<file path="src/rtl/led_event_blinker.sv">
// led_event_blinker: turns one-cycle event pulses into visible LED blinks.
// Each event yields ON_CYCLES lit clocks then OFF_CYCLES dark clocks.
//
// Ports:
//   i_Clk       system clock, all logic on posedge
//   i_Rst_L     asynchronous active-low reset
//   i_Event     one-cycle event pulse, each high cycle is one event
//   o_LED       registered LED drive, 1 = lit
//   o_Busy      high whenever a blink or its trailing gap is in progress
//   o_Pending   events queued behind the current blink
//   o_Overflow  sticky flag, an event was dropped with the queue full
module led_event_blinker #(
    parameter int ON_CYCLES  = 1250000,
    parameter int OFF_CYCLES = 1250000,
    parameter int PEND_W     = 3
) (
    input  logic              i_Clk,
    input  logic              i_Rst_L,
    input  logic              i_Event,
    output logic              o_LED,
    output logic              o_Busy,
    output logic [PEND_W-1:0] o_Pending,
    output logic              o_Overflow
);

    localparam int MAX_CYC = (ON_CYCLES > OFF_CYCLES) ? ON_CYCLES : OFF_CYCLES;
    localparam int TW      = (MAX_CYC > 1) ? $clog2(MAX_CYC) : 1;

    localparam logic [TW-1:0]     ON_LOAD  = TW'(ON_CYCLES - 1);
    localparam logic [TW-1:0]     OFF_LOAD = TW'(OFF_CYCLES - 1);
    localparam logic [PEND_W-1:0] PEND_MAX = '1;

    typedef enum logic [1:0] {
        IDLE = 2'd0,
        ON   = 2'd1,
        GAP  = 2'd2
    } state_t;

    state_t        state;
    logic [TW-1:0] timer;

    logic last_gap;
    logic start_req;
    logic start;

    // A new blink may only begin from IDLE or on the final gap clock,
    // which keeps blinks back-to-back while still honouring the gap.
    always_comb begin
        last_gap  = (state == GAP) && (timer == '0);
        start_req = i_Event || (o_Pending != '0);
        start     = ((state == IDLE) || last_gap) && start_req;
    end

    always_ff @(posedge i_Clk or negedge i_Rst_L) begin
        if (!i_Rst_L) begin
            state      <= IDLE;
            timer      <= '0;
            o_LED      <= 1'b0;
            o_Busy     <= 1'b0;
            o_Pending  <= '0;
            o_Overflow <= 1'b0;
        end else begin
            unique case (state)
                IDLE: begin
                    if (start) begin
                        state  <= ON;
                        timer  <= ON_LOAD;
                        o_LED  <= 1'b1;
                        o_Busy <= 1'b1;
                    end
                end
                ON: begin
                    if (timer != '0) begin
                        timer <= timer - TW'(1);
                    end else begin
                        state <= GAP;
                        timer <= OFF_LOAD;
                        o_LED <= 1'b0;
                    end
                end
                GAP: begin
                    if (timer != '0) begin
                        timer <= timer - TW'(1);
                    end else if (start) begin
                        state <= ON;
                        timer <= ON_LOAD;
                        o_LED <= 1'b1;
                    end else begin
                        state  <= IDLE;
                        o_Busy <= 1'b0;
                    end
                end
                default: begin
                    state  <= IDLE;
                    timer  <= '0;
                    o_LED  <= 1'b0;
                    o_Busy <= 1'b0;
                end
            endcase

            // On a start with a live event and a non-empty queue the
            // increment and the decrement cancel, so nothing changes.
            if (start) begin
                if ((o_Pending != '0) && !i_Event) begin
                    o_Pending <= o_Pending - PEND_W'(1);
                end
            end else if (i_Event) begin
                if (o_Pending == PEND_MAX) begin
                    o_Overflow <= 1'b1;
                end else begin
                    o_Pending <= o_Pending + PEND_W'(1);
                end
            end
        end
    end

endmodule

</file>
<file path="config.mk">
export PLATFORM = sky130hd
export DESIGN_NAME = led_event_blinker
export DESIGN_NICKNAME = d
export VERILOG_FILES = /design/src/rtl/led_event_blinker.sv
export SDC_FILE = /design/constraint.sdc
export NUM_CORES = 1
export LEC_CHECK = 0
export ABC_CLOCK_PERIOD_IN_PS = 3600
export CAP_MARGIN = 20
export CORE_AREA = 2 2 67 69
export CTS_CLUSTER_DIAMETER = 100
export CTS_CLUSTER_SIZE = 8
export DETAILED_ROUTE_END_ITERATION = 8
export DIE_AREA = 0 0 69 71
export MAX_ROUTING_LAYER = met4
export PLACE_DENSITY = 0.66
export SLEW_MARGIN = 20
export SYNTH_ARGS = -nofsm -noshare
export SYNTH_HDL_FRONTEND = slang
export SYNTH_SLANG_ARGS = --single-unit
</file>
<file path="constraint.sdc">
create_clock -name i_Clk -period 3.6 [get_ports i_Clk]
set_clock_uncertainty 0.2 [all_clocks]
set_input_delay 0.72 -clock i_Clk [delete_from_list [all_inputs] [get_ports i_Clk]]
set_output_delay 0.72 -clock i_Clk [all_outputs]
set_load 0.03 [all_outputs]
</file>
**Word-level counts from Yosys, hierarchy flattened**

Cells that the tools add are included.

- Word-level logic and storage cells: 57
- Register bits: 29
- Bits of input ports: 3
- Output and inout bits: 6

- Multiplexer cells: 21
- Equality and inequality tests: 9
- Reductions and logical operators: 16
- Add/sub/neg operators: 3
- Bitwise gates (word level): 2

Operator list:

| kind | number |
|---|---|
| 2-to-1 mux 21 bit | 3 |
| case mux 21 bit (3 select lines) | 1 |
| zero test 21 bit | 1 |
| nonzero test 21 bit | 1 |
| subtractor 21 x 1 -> 21 bit, second input constant | 1 |
| 2-to-1 mux 3 bit | 4 |
| inequality test 2 bit, second input constant | 5 |
| AND reduction 3 bit | 3 |
| 2-to-1 mux 1 bit | 7 |
| 2-to-1 mux 2 bit | 3 |
| case mux 1 bit (3 select lines) | 2 |
| case mux 2 bit (3 select lines) | 1 |
| AND reduction 4 bit | 1 |
| adder 3 x 1 -> 3 bit, second input constant | 1 |
| equality test 3 bit, second input constant | 1 |
| logical AND 1 bit | 3 |
| nonzero test 3 bit | 1 |
| subtractor 3 x 1 -> 3 bit, second input constant | 1 |
| equality test 2 x 1 -> 1 bit, second input constant | 1 |
| equality test 2 bit, second input constant | 1 |
| zero test 2 bit | 1 |
| logical OR 1 bit | 2 |
| inequality test 2 x 1 -> 1 bit, second input constant | 1 |
| NOT 1 bit | 2 |
| 3 further kinds | 3 |

**Depth between registers and ports, before layout**

Gate-level depths: netlist (run 1).

- Depth after elaboration: 7
- Depth in mapped cells: 12

**Worst setup path before layout (run 1)**

No wires, ideal clock.

- Kind: reg2reg
- From: register timer[0]
- To: register o_Pending[1]
- Cell stages (with the launch flop): 12
- Arrival time: 2.598 ns
- Path slack: 0.698 ns
- Required time: 3.296 ns
- Cells stage by stage: dfrtp_1 > inv_1 > ha_1 > nor4b_2 > nand2_4 > nor2_2 > buf_2 > o21ai_1 > fa_1 > nor4b_1 > a221o_1 > a221oi_1

- Cells in the longest elaborated chain, start to end: 6
- Elaborated cells between the ends (all ways): 9
- Those cells by class: eq/ne: 2; mux: 1; reduce/logical: 6

Ends and longest elaborated chain:

| what | line | RTL |
|---|---|---|
| from (decl) | 40 | `logic [TW-1:0] timer;` |
| from (signal assigned) | 74 | `timer <= timer - TW'(1);` |
| from (signal assigned) | 83 | `timer <= timer - TW'(1);` |
| zero test 21 bit (*) | 49 | `last_gap = (state == GAP) && (timer == '0);` |
| logical AND 1 bit (*) | 49 |  |
| logical OR 1 bit (*) | 51 | `start = ((state == IDLE) \|\| last_gap) && start_req;` |
| logical AND 1 bit (*) | 51 |  |
| inequality test 2 x 1 -> 1 bit (no source line) (tied with other cells) | - |  |
| AND reduction 3 bit (no source line) | - |  |
| to (signal assigned) | 105 | `o_Pending <= o_Pending - PEND_W'(1);` |
| to (signal assigned) | 111 | `o_Pending <= o_Pending + PEND_W'(1);` |
| to (decl) | 22 | `output logic [PEND_W-1:0] o_Pending,` |

Mark *: on every way between the ends. The rest lies on a longest branch, timed or not.
A chain may end at the register's enable or synchronous reset.

**Worst setup path after layout (run 1)**

Ends and elaborated chain as after synthesis.

==> results.md, run 1 <==
- Status: completed
- CTS Sinks: 29
- Layout net count: 252
- Slew Limit Fails: 0
- Final WL: 4.994 mm
- Global placement routability congestion: 0.8995
- Die X-Extent: 69 um
- CTS HTree Levels: 2
- Most common cell after layout, fill and taps aside: dfrtp_1
- Critical path type: flip-flop to flip-flop
- Total global routing track utilization: 22.28%
- Initial antenna violation count: 0
- Hold path depth: 2
- Die H: 71 um
- WL/cell: 16.70 um
- Finished Core Util: 53.60%
- Initial Util: 47.89%
- Postcts setup bufs: 0
- Pwr dens: 382.9 nW/um^2
- Lkg Pwr: 0.8527 nW
- Startpoint Class: flip-flop
- Critical path fanouts, max: 5
- # Max-Cap Violations: 0
- Port Buffers: 8
- ANT nets after route: 0
- Full die area: 4899 um^2
- CTS Buffer Depth: 2
- Seq/Total Area, Yosys: 36.05%
- DR DRC count: 0
- FFs w/ async S/R, synth: 100.0%
- DRT iter0 DRCs: 106
- CTS Buf Count: 5
- Unrepaired setup endpoints after global routing: no
- Worst VDD drop: 244.4 uV
- Synth cell types: 51
- Max Freq: 333.0 MHz
- Via count: 1844
- I/O pin cnt: 9
- Detail Placement HPWL: 3.437 mm
- CP required: 3590 ps
- Drt first pass iters: 5
- Endpoints failing hold: 0
- Reg2reg start: timer[0]$_DFF_PN0_
- Hold Path Class: flip-flop to flip-flop
- Inst Count DP: 291
- Number of fill cells: 419
- Final non-filler cell total: 299
- Ys Warns: 0
- Vias in the first global route: 1719
- Reg2Reg Depth: 10
- Capture point of the worst reg-to-reg path: o_Pending[1]$_DFFE_PN0P_
- Final setup viols: 0
- CTS Hold Buffers Added: 0
- Worst reg2reg setup slack: 600 ps
- Min-Delay Endpoint: o_Overflow$_DFFE_PN0P_
- Synth Flop Type: dfrtp_1
- CP endpoint kind: flip-flop
- Area grow syn2layout: 11.93%
- Netlist area before placement: 2013 um^2
- Syn nets: 238
- Post-synth EDFFs: 0
- Synthesized area per cell: 8.678 um^2
- Root Driver: clkbuf_8
- Post-cts repair resize count: 0
- Hold Path Origin: o_Overflow$_DFFE_PN0P_
- Remaining global-route overflow: 0
- Clk slew on worst S/H paths: 70 ps
- Tcrit/Tclk final: 83.41%
- Critical path arrival: 2990 ps
- Antenna Diode Count: 0
- Fin Setup TNS: 0 ps
- Post-synthesis cell count: 232
- TritonCTS clock tree: done
- Seq cells post-synth: 29
- Rel. slew slack: 47.69%
- Row count: 24
- DR vias/cell: 6.167
- Clk Latency, worst-skew pair: 280 ps
- First-pass GRT wire length: 8.459 mm
- Total core area: 4204 um^2
- Pin count of the biggest net entering global routing: 30
- Most frequent cells in the layout: dfrtp_1 (29), nor2_1 (28), o21ai_0 (24), nand2_1 (24), a21oi_1 (12)
- Tmin final: 3003 ps
- Least-Margin Pin Slew: 776.4 ps
- Hold WS: 266.4 ps
- Layout cells sized above 1: 15.79%
## through the flow
step / area, um^2 / setup slack, ps / power (mW)
3_5_place_dp: 2152 / 336.9 / 0.5657
3_3_place_gp: 2152 / 386.5 / 0.5641
6_report: 2253 / 597.2 / 0.8629
2_1_floorplan: 2013 / 698.1 / 0.5000
5_1_grt: 2253 / 347.5 / 0.9120
4_1_cts: 2253 / 602.5 / 0.8719
## area by class of cell
class,instances,area [um^2],area share (%)
Inverter,11,41.29,1.832
Sequential cell,29,725.7,32.20
Multi-Input combinational cell,183,1180,52.36
Tap cell,52,65.06,2.887
Clock buffer,7,96.34,4.275
Clock inverter,1,5.005,0.2221
Timing Repair Buffer,16,140.1,6.219
## sequential cells by signal (all words and copies together), names as in the netlist
name        flops
timer          21
o_Pending       3
state           2
o_Busy          1
o_LED           1
o_Overflow      1
## cells in the mapped netlist (2+ instances only)
library cell / count / area, um^2
o21ai_0: 24 / 120.1
a21oi_1: 12 / 60.06
xnor2_1: 6 / 52.55
nor2_1: 28 / 105.1
a22oi_1: 2 / 15.01
nor3b_1: 3 / 22.52
mux2i_1: 2 / 20.02
o22ai_1: 3 / 18.77
clkbuf_1: 4 / 15.01
nor3_1: 9 / 45.04
nand2_1: 24 / 90.09
mux2_2: 2 / 22.52
inv_1: 11 / 41.29
o31ai_1: 4 / 30.03
a221oi_1: 2 / 17.52
and2_2: 3 / 22.52
nand2_2: 2 / 12.51
a31oi_1: 4 / 25.02
o21ai_1: 3 / 15.01
ha_1: 2 / 25.02
o221a_2: 5 / 56.30
dfrtp_1: 29 / 725.7
nor4_1: 2 / 12.51
nand2b_1: 3 / 18.77
xor2_1: 2 / 17.52
clkbuf_8: 2 / 27.53
a31o_2: 2 / 17.52
nand3_1: 3 / 15.01
a211oi_1: 4 / 30.03
o41ai_1: 6 / 52.55
nor4_4: 3 / 63.81
nand4_1: 2 / 12.51
## where the power goes
part | switching, mW | total (mW) | internal (mW)
logic | 0.108 | 0.192 | 0.0840
registers | 0.0274 | 0.368 | 0.340
clock network | 0.130 | 0.303 | 0.173
total | 0.266 | 0.863 | 0.597
## worst max path at each step
stage                        from                  endpoint  slack, ps  depth (start not counted)
2_1_floorplan  timer[0]$_DFF_PN0_  o_Pending[1]$_DFFE_PN0P_        700                         11
3_3_place_gp              i_Event  o_Pending[1]$_DFFE_PN0P_        390                          8
3_5_place_dp              i_Event  o_Pending[1]$_DFFE_PN0P_        340                          8
4_1_cts        timer[0]$_DFF_PN0_  o_Pending[1]$_DFFE_PN0P_        600                         10
5_1_grt        timer[0]$_DFF_PN0_  o_Pending[1]$_DFFE_PN0P_        350                         10
6_report       timer[0]$_DFF_PN0_  o_Pending[1]$_DFFE_PN0P_        600                         10
## routing by layer
layer	part of all wire, %	GRT usage, %	wire length [um]	vias to the layer above
met5	0	-	0	-
met4	1.6	8.715	78	0
met3	5.9	4.274	295	9
met2	42	29.91	2117	69
met1	50	32.85	2503	877
li1	-	-	-	889
## worst max-delay path: stages, from the launching register on
cell and delay [ps]:
dfrtp_1 430, inv_1 120, ha_1 150, nor4b_2 460
nand2_4 120, nor2_2 150, o21ai_1 120, fa_1 500
nor4b_1 170, a221o_1 270, a221oi_1 200
## cell families after synthesis
logic type	share of synthesized area (%)
mux	2.113
fa+ha+maj	2.237
simple gates	25.98
compound gates	24.80
flops	36.05
xor+xnor	3.481
buf+inv	5.345
(Power assumes the default switching activity.)
==> run 2: changes to the inputs <==
--- a/config.mk
+++ b/config.mk
@@ -5,7 +5,7 @@
 export SDC_FILE = /design/constraint.sdc
 export NUM_CORES = 1
 export LEC_CHECK = 0
-export ABC_CLOCK_PERIOD_IN_PS = 3600
+export ABC_CLOCK_PERIOD_IN_PS = 3000
 export CAP_MARGIN = 20
 export CORE_AREA = 2 2 67 69
 export CTS_CLUSTER_DIAMETER = 100
==> constraint.sdc (replaced) <==
create_clock -name i_Clk -period 3 [get_ports i_Clk]
set_clock_uncertainty 0.2 [all_clocks]
set_input_delay 0.6 -clock i_Clk [delete_from_list [all_inputs] [get_ports i_Clk]]
set_output_delay 0.6 -clock i_Clk [all_outputs]
set_load 0.03 [all_outputs]
==> run 2 against run 1 <==
Compared with the run above:
- clock power grew 21%
- final cell count grew 4.0%
- register-to-register slack lost 410 ps
- worst setup slack lost 410 ps
- power grew 20%
- flip-flop and latch count is the same
- largest power group unchanged
==> results.md, run 2 (same netlist as run 1, synthesis figures left out) <==
- Status: completed
- Pwr dens: 443.3 nW/um^2 (+16%)
- Total global routing track utilization: 24.03% (+1.8 points)
- TritonCTS clock tree: done
- # Max-Cap Violations: 0 (unchanged)
- Post-cts repair resize count: 0 (unchanged)
- Vias in the first global route: 1735 (+0.93%)
- Critical path type: flip-flop to flip-flop
- Pin count of the biggest net entering global routing: 30 (unchanged)
- Max incr delay on CP: 500 ps (about the same)
- Initial Util: 47.89% (unchanged)
- Largest Register: timer
- GRT met3 Usage: 4.274% (unchanged)
- Final WL: 5.123 mm (+2.6%)
- Row count: 24 (unchanged)
- Crit-path cells: nor4_4, nand4b_1, nor2_2, o21ai_1, fa_1, nor4b_1, a221o_1, a221oi_1
- Finished Core Util: 55.74% (+2.1 points)
- CTS Sinks: 29 (unchanged)
- Hold Path Origin: o_Overflow$_DFFE_PN0P_
- Startpoint Class: flip-flop
- Capture point of the worst reg-to-reg path: o_Pending[1]$_DFFE_PN0P_
- Die H: 71 um (unchanged)
- Full die area: 4899 um^2 (unchanged)
- Critical path fanouts, max: 5 (unchanged)
- Critical path arrival: 2790 ps (-200 ps)
- Worst VDD drop: 329.7 uV (+35%)
- Layout net count: 264 (+4.8%)
- CTS Hold Buffers Added: 0 (unchanged)
- Pre-CTS WS: -9.152 ps (-346.1 ps)
- Via count: 1851 (+0.38%)
- Delay-heaviest family, CP: simple AND/OR/NAND/NOR gates
- Area grow syn2layout: 16.41%
- CTS HTree Levels: 2 (unchanged)
- Worst reg2reg setup slack: 190 ps (-410 ps)
- Postcts setup bufs: 0 (unchanged)
- Tcrit/Tclk final: 93.66% (+10 points)
- Rel. slew slack: 42.22% (-5.5 points)
- GR Layer Usage met2: 34.29% (+4.4 points)
- Tmin final: 2810 ps (-193.0 ps)
- Max Freq: 355.9 MHz (+6.9%)
- M1 GR Usage: 34.87% (+2.0 points)
- Inst Count DP: 303 (+4.1%)
- Detail Placement HPWL: 3.654 mm (+6.3%)
- Top flop regs: timer: 21 flops, o_Pending: 3 flops, state: 2 flops
- Min-Delay Endpoint: o_Overflow$_DFFE_PN0P_
- Layout cells sized above 1: 19.69% (+3.9 points)
- Tot Pwr: 1.039 mW (+20%)
- Clk slew on worst S/H paths: 70 ps (about the same)
- Slew Limit Fails: 0 (unchanged)
- I/O pin cnt: 9 (unchanged)
- Unrepaired setup endpoints after global routing: no
- Remaining global-route overflow: 0 (unchanged)
- CP endpoint kind: flip-flop
- Final setup viols: 0 (unchanged)
- Die X-Extent: 69 um (unchanged)
- Global placement routability congestion: 0.9131 (+1.5%)
- Most common cell after layout, fill and taps aside: dfrtp_1
- Port Buffers: 8 (unchanged)
- DR vias/cell: 5.952 (-3.5%)
- WL/cell: 16.47 um (-1.4%)
- Antenna Diode Count: 0 (unchanged)
- First-pass GRT wire length: 9.032 mm (+6.8%)
- GRT busiest layer: met1
- Least-Margin Pin Slew: 857.7 ps (+81.26 ps)
- DR DRC count: 0 (unchanged)
- CTS Buf Count: 5 (unchanged)
- Root Driver: clkbuf_8
- Drt first pass iters: 7 (+2)
- Most frequent cells in the layout: dfrtp_1 (29), nor2_1 (28), o21ai_0 (24), nand2_1 (24), buf_4 (20)
- CP required: 2980 ps (-610 ps)
- Reg2Reg Depth: 8 (-2)
- Post-route cell area: 2344 um^2 (+4.0%)
- CTS Buffer Depth: 2 (unchanged)
- Final worst setup slack: 190.2 ps (-407.0 ps)
- Hold path depth: 2 (unchanged)
- Total core area: 4204 um^2 (unchanged)
- ANT nets after route: 0 (unchanged)
- Reg2reg start: timer[14]$_DFF_PN0_
- Placed standard-cell area: 2242 um^2 (+4.2%)
- Clk Latency, worst-skew pair: 290 ps (about the same)
- DRT iter0 DRCs: 120 (+13%)
- Endpoints failing hold: 0 (unchanged)
- Initial antenna violation count: 0 (unchanged)
- Final non-filler cell total: 311 (+4.0%)
- Hold Path Class: flip-flop to flip-flop
- Lkg Pwr: 0.9143 nW (+7.2%)
- Largest register FFs: 21 (unchanged)
- Critical-path top delay cell: fa_1
- CP Buf/Inv Count: 0 (-1)
[run 2: cell types whose count changed in the layout (fill, tap and decap cells not counted)]
cell | previous run | this run
buf_4 | 8 | 20
[run 2: final cells by class]
| type | count | area, um^2 |
|---|---|---|
| clock buffer | 7 | 96.34 |
| fill | 399 | 1861 |
| multi-input combinational | 183 | 1180 |
| timing repair buffer | 28 | 230.2 |
| inverter | 11 | 41.29 |
| clock inverter | 1 | 5.005 |
| sequential | 29 | 725.7 |
| tap | 52 | 65.06 |
[run 2: where the power goes]
part | total [mW] | leakage (nW) | switching [mW] | internal [mW]
registers | 0.441 | 0.344 | 0.0328 | 0.408
clock network | 0.368 | 0.0542 | 0.161 | 0.207
logic | 0.230 | 0.516 | 0.129 | 0.101
[run 2: layer usage]
metal,share of wire [%],wire [um],vias up
met5,0,0,-
met4,1.4,71,0
met3,5.1,260,7
met2,45,2300,48
met1,49,2491,888
li1,-,-,908
[run 2: how the worst max path moves through the flow]
stage,from,cells past startpoint,to
after detailed placement,i_Event,8,o_Pending[1]$_DFFE_PN0P_
after CTS,timer[14]$_DFF_PN0_,8,o_Pending[1]$_DFFE_PN0P_
after floorplan,timer[0]$_DFF_PN0_,11,o_Pending[1]$_DFFE_PN0P_
after global routing,timer[0]$_DFF_PN0_,11,o_Pending[1]$_DFFE_PN0P_
after global placement,i_Event,8,o_Pending[1]$_DFFE_PN0P_
final,timer[14]$_DFF_PN0_,8,o_Pending[1]$_DFFE_PN0P_
[run 2: metrics by stage]
step           hold WS [ps]  TNS (ps)
6_report              266.2         0
5_1_grt               302.9         0
4_1_cts               271.9         0
3_5_place_dp          254.4    -9.152
3_3_place_gp          253.0         0
2_1_floorplan         104.4         0
[run 2: worst register-to-register path: stages, from the launching register on]
cell and delay (ps):
dfrtp_1 450, nor4_4 360, nand4b_1 250, nor2_2 190
o21ai_1 110, fa_1 500, nor4b_1 170, a221o_1 260
a221oi_1 200
==> run 3: changes to the inputs <==
--- a/config.mk
+++ b/config.mk
@@ -9,7 +9,7 @@
 export CAP_MARGIN = 20
 export CORE_AREA = 2 2 67 69
 export CTS_CLUSTER_DIAMETER = 100
-export CTS_CLUSTER_SIZE = 8
+export CTS_CLUSTER_SIZE = 28
 export DETAILED_ROUTE_END_ITERATION = 8
 export DIE_AREA = 0 0 69 71
 export MAX_ROUTING_LAYER = met4
==> results of run 3 <==
No change in the layout: final DEF, timing and power equal those of run 2.
